<file path="src/rtl/keypad_scanner.sv">
// -----------------------------------------------------------------------------
// keypad_scanner
//
// Scans a 4-row x 3-column matrix keypad for a tic-tac-toe game. Keys 1..9
// select board cells, and keys 10..12 (*, 0, #) are control keys. One row is
// driven low at a time. The row changes once per scan tick, and the column
// lines are sampled on the same tick. A key is accepted only after it reads
// identically on DEBOUNCE_SCANS consecutive ticks. It is then reported once,
// and the scanner waits for a full release before it looks for another key.
//
// Cell keys that land on an occupied board cell are reported as a reject
// instead of a valid key.
//
// Parameters
//   SCAN_DIV        clk cycles per scan tick
//   DEBOUNCE_SCANS  consecutive identical tick samples to accept press/release
//
// Ports
//   clk         system clock, rising edge
//   rst         asynchronous reset, active low
//   enable      high while a game is in progress
//   board[17:0] occupancy; cell k: O at bit 19-2k, X at bit 18-2k
//   key_col     column sense lines, active low (pulled up externally)
//   key_row     row drive, one-hot active low
//   key_data    accepted key code during the emit cycle, 0 otherwise
//   key_valid   one-cycle strobe: key accepted
//   key_reject  one-cycle strobe: cell key on an occupied cell
//   key_held    high while an accepted key is still down
//
// key_col is only looked at on tick cycles, long after the row drive settles.
// If the column lines come straight from pins, put a synchronizer in front of
// this block.
// -----------------------------------------------------------------------------
module keypad_scanner #(
    parameter int SCAN_DIV       = 25000,
    parameter int DEBOUNCE_SCANS = 4
) (
    input  logic        clk,
    input  logic        rst,
    input  logic        enable,
    input  logic [17:0] board,
    input  logic [2:0]  key_col,
    output logic [3:0]  key_row,
    output logic [3:0]  key_data,
    output logic        key_valid,
    output logic        key_reject,
    output logic        key_held
);

    localparam int TICK_W = (SCAN_DIV > 1) ? $clog2(SCAN_DIV) : 1;
    localparam int CNT_W  = $clog2(DEBOUNCE_SCANS + 1);

    localparam logic [TICK_W-1:0] TICK_LAST  = TICK_W'(SCAN_DIV - 1);
    localparam logic [CNT_W-1:0]  CNT_TARGET = CNT_W'(DEBOUNCE_SCANS);

    typedef enum logic [1:0] {
        SCAN     = 2'd0,
        DEBOUNCE = 2'd1,
        EMIT     = 2'd2,
        HOLD     = 2'd3
    } state_t;

    state_t              state;
    state_t              state_next;
    logic [TICK_W-1:0]   tick_cnt;
    logic                tick;
    logic [1:0]          row_idx;
    logic [1:0]          row_idx_next;
    logic [1:0]          cand_col;
    logic [1:0]          cand_col_next;
    logic [CNT_W-1:0]    deb_cnt;
    logic [CNT_W-1:0]    deb_cnt_next;
    logic [CNT_W-1:0]    rel_cnt;
    logic [CNT_W-1:0]    rel_cnt_next;
    logic [CNT_W-1:0]    deb_inc;
    logic [CNT_W-1:0]    rel_inc;

    logic                single_low;
    logic [1:0]          col_idx;
    logic [3:0]          code;
    logic [8:0]          cell_occ;
    logic                occupied;
    logic                emit_ok;

    // Free-running scan divider. It keeps counting while the game is
    // disabled, so the row rotation never stalls.
    always_ff @(posedge clk or negedge rst) begin
        if (!rst) begin
            tick_cnt <= '0;
        end else if (tick) begin
            tick_cnt <= '0;
        end else begin
            tick_cnt <= tick_cnt + TICK_W'(1);
        end
    end

    assign tick = (tick_cnt == TICK_LAST);

    // A usable sample has exactly one column low. Anything else (no key, or
    // several keys on the driven row) counts as "no candidate".
    always_comb begin
        single_low = 1'b0;
        col_idx    = 2'd0;
        case (key_col)
            3'b110: begin single_low = 1'b1; col_idx = 2'd0; end
            3'b101: begin single_low = 1'b1; col_idx = 2'd1; end
            3'b011: begin single_low = 1'b1; col_idx = 2'd2; end
            default: begin single_low = 1'b0; col_idx = 2'd0; end
        endcase
    end

    // State and counter registers.
    always_ff @(posedge clk or negedge rst) begin
        if (!rst) begin
            state    <= SCAN;
            row_idx  <= 2'd0;
            cand_col <= 2'd0;
            deb_cnt  <= '0;
            rel_cnt  <= '0;
        end else begin
            state    <= state_next;
            row_idx  <= row_idx_next;
            cand_col <= cand_col_next;
            deb_cnt  <= deb_cnt_next;
            rel_cnt  <= rel_cnt_next;
        end
    end

    assign deb_inc = deb_cnt + CNT_W'(1);
    assign rel_inc = rel_cnt + CNT_W'(1);

    // The row index freezes while a candidate is being confirmed or held.
    // Row rotation happens only on ticks. A disabled game drops any
    // candidate at once, but the rows keep rotating.
    always_comb begin
        state_next    = state;
        row_idx_next  = row_idx;
        cand_col_next = cand_col;
        deb_cnt_next  = deb_cnt;
        rel_cnt_next  = rel_cnt;

        if (!enable) begin
            state_next   = SCAN;
            deb_cnt_next = '0;
            rel_cnt_next = '0;
            if (tick) begin
                row_idx_next = row_idx + 2'd1;
            end
        end else begin
            case (state)
                SCAN: begin
                    if (tick) begin
                        if (single_low) begin
                            cand_col_next = col_idx;
                            deb_cnt_next  = CNT_W'(1);
                            state_next    = (DEBOUNCE_SCANS <= 1) ? EMIT : DEBOUNCE;
                        end else begin
                            row_idx_next = row_idx + 2'd1;
                        end
                    end
                end

                DEBOUNCE: begin
                    if (tick) begin
                        if (single_low && (col_idx == cand_col)) begin
                            deb_cnt_next = deb_inc;
                            if (deb_inc == CNT_TARGET) begin
                                state_next = EMIT;
                            end
                        end else begin
                            deb_cnt_next = '0;
                            row_idx_next = row_idx + 2'd1;
                            state_next   = SCAN;
                        end
                    end
                end

                EMIT: begin
                    deb_cnt_next = '0;
                    rel_cnt_next = '0;
                    state_next   = HOLD;
                end

                HOLD: begin
                    // Any low column, even from another key, restarts the
                    // release count. A second key cannot emit until everything
                    // is released.
                    if (tick) begin
                        if (key_col == 3'b111) begin
                            if (rel_inc == CNT_TARGET) begin
                                rel_cnt_next = '0;
                                row_idx_next = row_idx + 2'd1;
                                state_next   = SCAN;
                            end else begin
                                rel_cnt_next = rel_inc;
                            end
                        end else begin
                            rel_cnt_next = '0;
                        end
                    end
                end

                default: begin
                    state_next = SCAN;
                end
            endcase
        end
    end

    // Key code of the frozen candidate: row-major, 1..12.
    assign code = (4'(row_idx) * 4'd3) + 4'(cand_col) + 4'd1;

    // Cell k uses the 2-bit group at bits [19-2k:18-2k], which is group 9-k.
    always_comb begin
        cell_occ = '0;
        for (int k = 1; k <= 9; k++) begin
            cell_occ[k-1] = |board[2*(9-k) +: 2];
        end
    end

    // The strobes decode straight from the registered state. This way the
    // board is looked at only during the single EMIT cycle, and key_data
    // drops back to 0 on the next cycle.
    always_comb begin
        occupied = 1'b0;
        if (code <= 4'd9) begin
            occupied = cell_occ[code - 4'd1];
        end
    end

    assign emit_ok    = (state == EMIT) && enable;
    assign key_valid  = emit_ok && !occupied;
    assign key_reject = emit_ok && occupied;
    assign key_data   = key_valid ? code : 4'd0;
    assign key_held   = (state == HOLD);

    always_comb begin
        key_row          = 4'b1111;
        key_row[row_idx] = 1'b0;
    end

endmodule

</file>
<file path="config.mk">
export PLATFORM = sky130hd
export DESIGN_NAME = keypad_scanner
export DESIGN_NICKNAME = d
export VERILOG_FILES = /design/src/rtl/keypad_scanner.sv
export SDC_FILE = /design/constraint.sdc
export NUM_CORES = 1
export LEC_CHECK = 0
export CELL_PAD_IN_SITES_DETAIL_PLACEMENT = 1
export CELL_PAD_IN_SITES_GLOBAL_PLACEMENT = 2
export CORE_ASPECT_RATIO = 0.9
export CORE_MARGIN = 8
export CORE_UTILIZATION = 25
export DETAILED_ROUTE_END_ITERATION = 16
export GPL_ROUTABILITY_DRIVEN = 0
export PLACE_DENSITY = 0.73
export SLEW_MARGIN = 10
export SYNTH_ARGS = -nofsm -noshare
export SYNTH_HDL_FRONTEND = slang
export SYNTH_SLANG_ARGS = --single-unit
</file>
<file path="constraint.sdc">
create_clock -name clk -period 10 [get_ports clk]
set_input_delay 1.5 -clock clk [delete_from_list [all_inputs] [get_ports clk]]
set_output_delay 1.5 -clock clk [all_outputs]
set_load 0.01 [all_outputs]
</file>
[Word-level counts from Yosys, hierarchy flattened]
Index checks and enable logic that the tools add are counted.
Word-level totals
  register bits: 27
  bits of input ports: 24
Cells by class
  bitwise logic cells: 1
  $add $sub $neg: 7
  eq/ne operators: 26
  $mul: 1
  reduce and logical (&&, ||, !) cells: 23
  muxes and demuxes: 40
  order comparisons: 4
Operators by type and width (number)
  $mux W2: 18
  $mux W3: 9
  $reduce_or A2 Y1: 9
  $add A15 B1 Y15 const B: 1
  $eq A15 B15 Y1 const B: 1
  $eq A3 B3 Y1 const B: 5
  $mux W15: 1
  $ne A3 B3 Y1 const B: 5
  $ne A3 B2 Y1 const B: 3
  $pmux W3 S3: 1
  $reduce_and A9 Y1: 1
  $ne A4 B1 Y1 const B: 2
  $pmux W2 S4: 1
  $reduce_and A4 Y1: 2
  $reduce_and A7 Y1: 1
  $add A3 B1 Y3 const B: 2
  $pmux W2 S3: 1
  $pmux W3 S2: 1
  $logic_and A1 B1 Y1: 5
  $lt A4 B5 Y1 const B: 1
  $add A4 B1 Y4 const B: 1
  $add A4 B2 Y4: 1
  $bmux W1 S4: 1
  $eq A2 B2 Y1 const B: 2
  23 further kinds: 27

[Logic depth before layout (Yosys ltp)]
  word-level depth: 10
  depth in mapped cells: 10
  gate-level depth less buffers: 10

[Worst setup path before layout]
No wires, ideal clock.
  kind: reg-to-output
  start: reg row_idx[0]
  end: out key_reject
  setup slack: 5530 ps
  required time: 8500 ps
  cell stages (with the launch flop): 8
  buffers on the path: 0
  data arrival time: 2970 ps
  path through: dfrtp_1 > fa_1 > inv_1 > fa_1 > ha_1 > xnor2_1 > mux4_2 > a211oi_1
Between the ends
  word-level cells in the longest chain between the ends: 8
  elaborated cells between the ends (all ways): 9
RTL lines
  from (decl): RTL line 67  | logic [1:0] row_idx;
  from (signal assigned): RTL line 122  | row_idx <= row_idx_next;
  $mul A2 B2 Y4 *: RTL line 211  | assign code = (4'(row_idx) * 4'd3) + 4'(cand_col) + 4'd1;
  $add A4 B2 Y4 *: RTL line 211
  $add A4 B1 Y4 *: RTL line 211
  $sub A4 B1 Y4: RTL line 227  | occupied = cell_occ[code - 4'd1];
  $bmux W1 S4: RTL line 227
  $mux W1 (not written as such): RTL line 227
  $mux W1 *: RTL line 226  | if (code <= 4'd9) begin
  $logic_and A1 B1 Y1 *: RTL line 233  | assign key_reject = emit_ok && occupied;
  to (decl): RTL line 46  | output logic key_reject,
Mark *: on every way between the ends. The rest lies on a longest branch, timed or not. The select of a mux whose other input is x is not followed.

[Worst setup path after layout]
  start: reg row_idx[0]
  end: out key_data[1]
Between the ends
  word-level cells in the longest chain between the ends: 10
  elaborated cells between the ends (all ways): 11
RTL lines
  $mul A2 B2 Y4 *: RTL line 211
  $add A4 B2 Y4 *: RTL line 211
  $add A4 B1 Y4 *: RTL line 211
  $sub A4 B1 Y4: RTL line 227
  $bmux W1 S4: RTL line 227
  $mux W1 (not written as such): RTL line 227
  $mux W1: RTL line 226
  $logic_not A1 Y1: RTL line 232  | assign key_valid = emit_ok && !occupied;
  $logic_and A1 B1 Y1: RTL line 232
  $mux W4 *: RTL line 234  | assign key_data = key_valid ? code : 4'd0;
  to (decl): RTL line 44  | output logic [3:0] key_data,
Marks and branches as above.

==> impl_metrics.py <==
metrics = {
    "die": {
        "dieArea_um2": 11400,
        "ioPinCount": 35,
        "initial_utilization_pct": 25.6,
        "die_width_um": 112,
        "die_y_um": 102,
        "num_rows": 31,
        "core_area_um2": 8030,
    },
    "clock_tree": {
        "insertion_delay_ps": 280,
        "htreeDepth": 1,
        "cts_buffers": 3,
        "cts_buffer_depth": 2,
        "cts_hold_buf": 0,
        "cts_tree": "built",
        "post_cts.repair.setup_buffers": 0,
        "cts-resized-gates": 0,
        "cts.clk_slew.worst_paths_ps": 100,
        "cts.sinks": 27,
        "cts_root_buf": "clkbuf_8",
    },
    "global_routing": {
        "globalRoute.totalOverflow": 0,
        "grt_pass1_wl_um": 9410,
        "antenna_found_initial": 0,
        "track_usage_pct": 10.0,
        "grt_max_degree": 28,
        "grt_pass1_vias": 1900,
    },
    "worst_setup_path": {
        "arrival_ps": 3860,
        "path_cells": "fa_1 > inv_1 > fa_1 > ha_1 > xnor2_1 > mux4_2 > a32oi_1 > nor2_1 > clkdlybuf4s50_1",
        "endpoint_kind": "output port",
        "crit_required_ps": 8500,
        "cpMostUsedCell": "fa_1",
        "max_stage_delay_ps": 600,
        "critPathTopFamily": "adder cells",
        "crit_buf_inv": 2,
        "crit_slowest_cell": "mux4_2",
        "cp_max_fo": 6,
        "critPathKind": "register to output port",
        "startpoint_type": "register",
    },
    "layout": {
        "drive_gt1_share_pct": 4.20,
        "finalNetCount": 307,
        "finalInstanceArea_um2": 2550,
        "diodes": 0,
        "fin_cells": 361,
        "areaGrowthSynthToFinish_pct": 24.3,
        "post-route-util_pct": 31.8,
    },
    "yosys": {
        "synthArstFlopShare_pct": 100,
        "synthCells": 228,
        "synth_flop_cell": "dfrtp_1",
        "yosysSeqAreaShare_pct": 32.9,
        "synth_warnings": 0,
        "yosysTopAreaCellShare_pct": 32.9,
        "ys_ff_latch": 27,
        "synth_area_um2": 2050,
        "synthDistinctLibCells": 55,
        "synth_fp_nets": 272,
        "ys_top_cells_by_area": "dfrtp_1, ha_1, xor2_1",
        "syn_area_per_cell_um2": 9.01,
        "synth-edff-count": 0,
        "yosysTopAreaCell": "dfrtp_1",
    },
    "placement": {
        "dpl_cell_area_um2": 2500,
        "pre_cts_ws_ps": 4900,
        "io_buffers": 34,
        "place_inst": 357,
        "dp_hpwl_um": 4280,
    },
    "power": {
        "power.density_nw_per_um2": 104,
        "ir_drop_mv": 0.0434,
        "power.leakage_nw": 1.10,
        "p_total_uw": 266,
    },
    "routing": {
        "viasPerCell": 4.94,
        "first_iter_violations": 40,
        "vias": 1783,
        "antenna_left": 0,
        "wl_per_cell_um": 14.9,
        "routed_wl_um": 5380,
        "drc": 0,
        "dr.pass1.iters": 4,
    },
    "sta": {
        "rsz0062_at_grt": "no",
        "finalSetupViolCount": 0,
        "fin_worst_skew_ps": 6.23,
        "tns_ps": 0,
        "fin_ws_ps": 4640,
        "worstMarginPinSlew_ps": 542,
        "whs_ps": 479,
        "slew_headroom_pct": 63.8,
        "maxSlewViolCount": 0,
        "period_needed_ps": 5360,
        "max_freq_mhz": 186,
        "hold_violations": 0,
        "final.period_utilization_pct": 53.6,
    },
    "worst_hold_path": {
        "hold_path.class": "register to register",
    },
    "status": {
        "status": "finished clean",
    },
    "run": {
        "cap_violations": 0,
    },
}
[cell usage in the layout, fill, tap and decap left out, types with 4 or more instances in the layout]
cell             instances
a21oi_1                  8
and3_1                   4
clkdlybuf4s50_1         34
dfrtp_1                 27
ha_1                    18
inv_1                   17
nand2_1                 18
nand3_1                 12
nor2_1                  17
nor3_1                   7
o21ai_0                  6
o21ai_1                  5
o31ai_1                  5
or3_1                    7
xnor2_1                  6
xor2_1                   9
[flip-flops by register name, indices dropped and copies added (netlist names)]
name,cells
tick_cnt,15
state,2
row_idx,2
deb_cnt,3
cand_col,2
rel_cnt,3
[area by class of cell]
class                   instances  area [um2]
clock inverters                 1        5.00
inverters                      17        63.8
multi-input cells             179        1290
fillers                       925        5480
well taps                      99         124
clock buffers                   3        41.3
repair buffers                 35         348
flip-flops and latches         27         676
[layer usage]
| metal | up-vias | part of all wire (%) | global-route usage (%) |
|---|---|---|---|
| met4 | 0 | 0.35 | 1.26 |
| li1 | 888 | - | - |
| met1 | 876 | 51 | 13.0 |
| met5 | - | 0 | 0 |
| met3 | 2 | 3.0 | 2.13 |
| met2 | 17 | 46 | 17.2 |
[kinds of logic after synthesis]
kind of cell             count (synthesis)  share of synthesized area (%)
adder cells (fa/ha/maj)                 20                           12.9
flip-flops                              27                           32.9
AO/OA/AOI/OAI                           49                           16.3
AND/OR/NAND/NOR                         88                           22.9
XOR/XNOR                                16                           7.19
multiplexers                             6                           3.78
buffers and inverters                   22                           4.08
[synth_stat cells, types with 2 or more instances]
cell type,number
nand4_1,2
and2_1,2
nor4b_1,2
or3_1,7
o21ai_0,6
and3_1,4
nor3_1,7
o21ai_1,5
ha_1,18
a31o_1,2
nor2b_1,3
a211oi_1,3
a21oi_1,8
nand2_1,18
nor2_1,17
o31ai_1,5
o21a_1,3
nor4bb_1,3
xnor2_1,6
nand3_1,12
inv_1,17
clkbuf_1,4
fa_1,2
o2111ai_1,2
mux2_1,3
dfrtp_1,27
a21boi_1,2
o211ai_1,3
xor2_1,9
[power by group]
part           switching, mW  total [mW]  internal [mW]
sequential           0.00478       0.119          0.114
combinational         0.0452      0.0832         0.0380
clock                 0.0366      0.0645         0.0280
[worst paths after layout]
| check | from | depth (start not counted) | to | slack, ps |
|---|---|---|---|---|
| worst min register to register | tick_cnt[0] | 1 | tick_cnt[0] | 480 |
| worst max register to register | tick_cnt[3] | 5 | deb_cnt[0] | 7790 |
| min in group asynchronous | rst | 2 | tick_cnt[7] | 1590 |
| worst max-delay path | row_idx[0] | 9 | key_data[1] | 4640 |
| max in group asynchronous | rst | 2 | tick_cnt[9] | 8140 |
| worst min-delay path | tick_cnt[0] | 1 | tick_cnt[0] | 480 |
[worst reg2reg max path, delay by kind of cell (launching register included)]
kind | cells | cell delay, ps
compound gates | 1 | 330
simple gates | 3 | 1080
flops | 1 | 440
mux | 1 | 250
(Power assumes the default switching activity.)
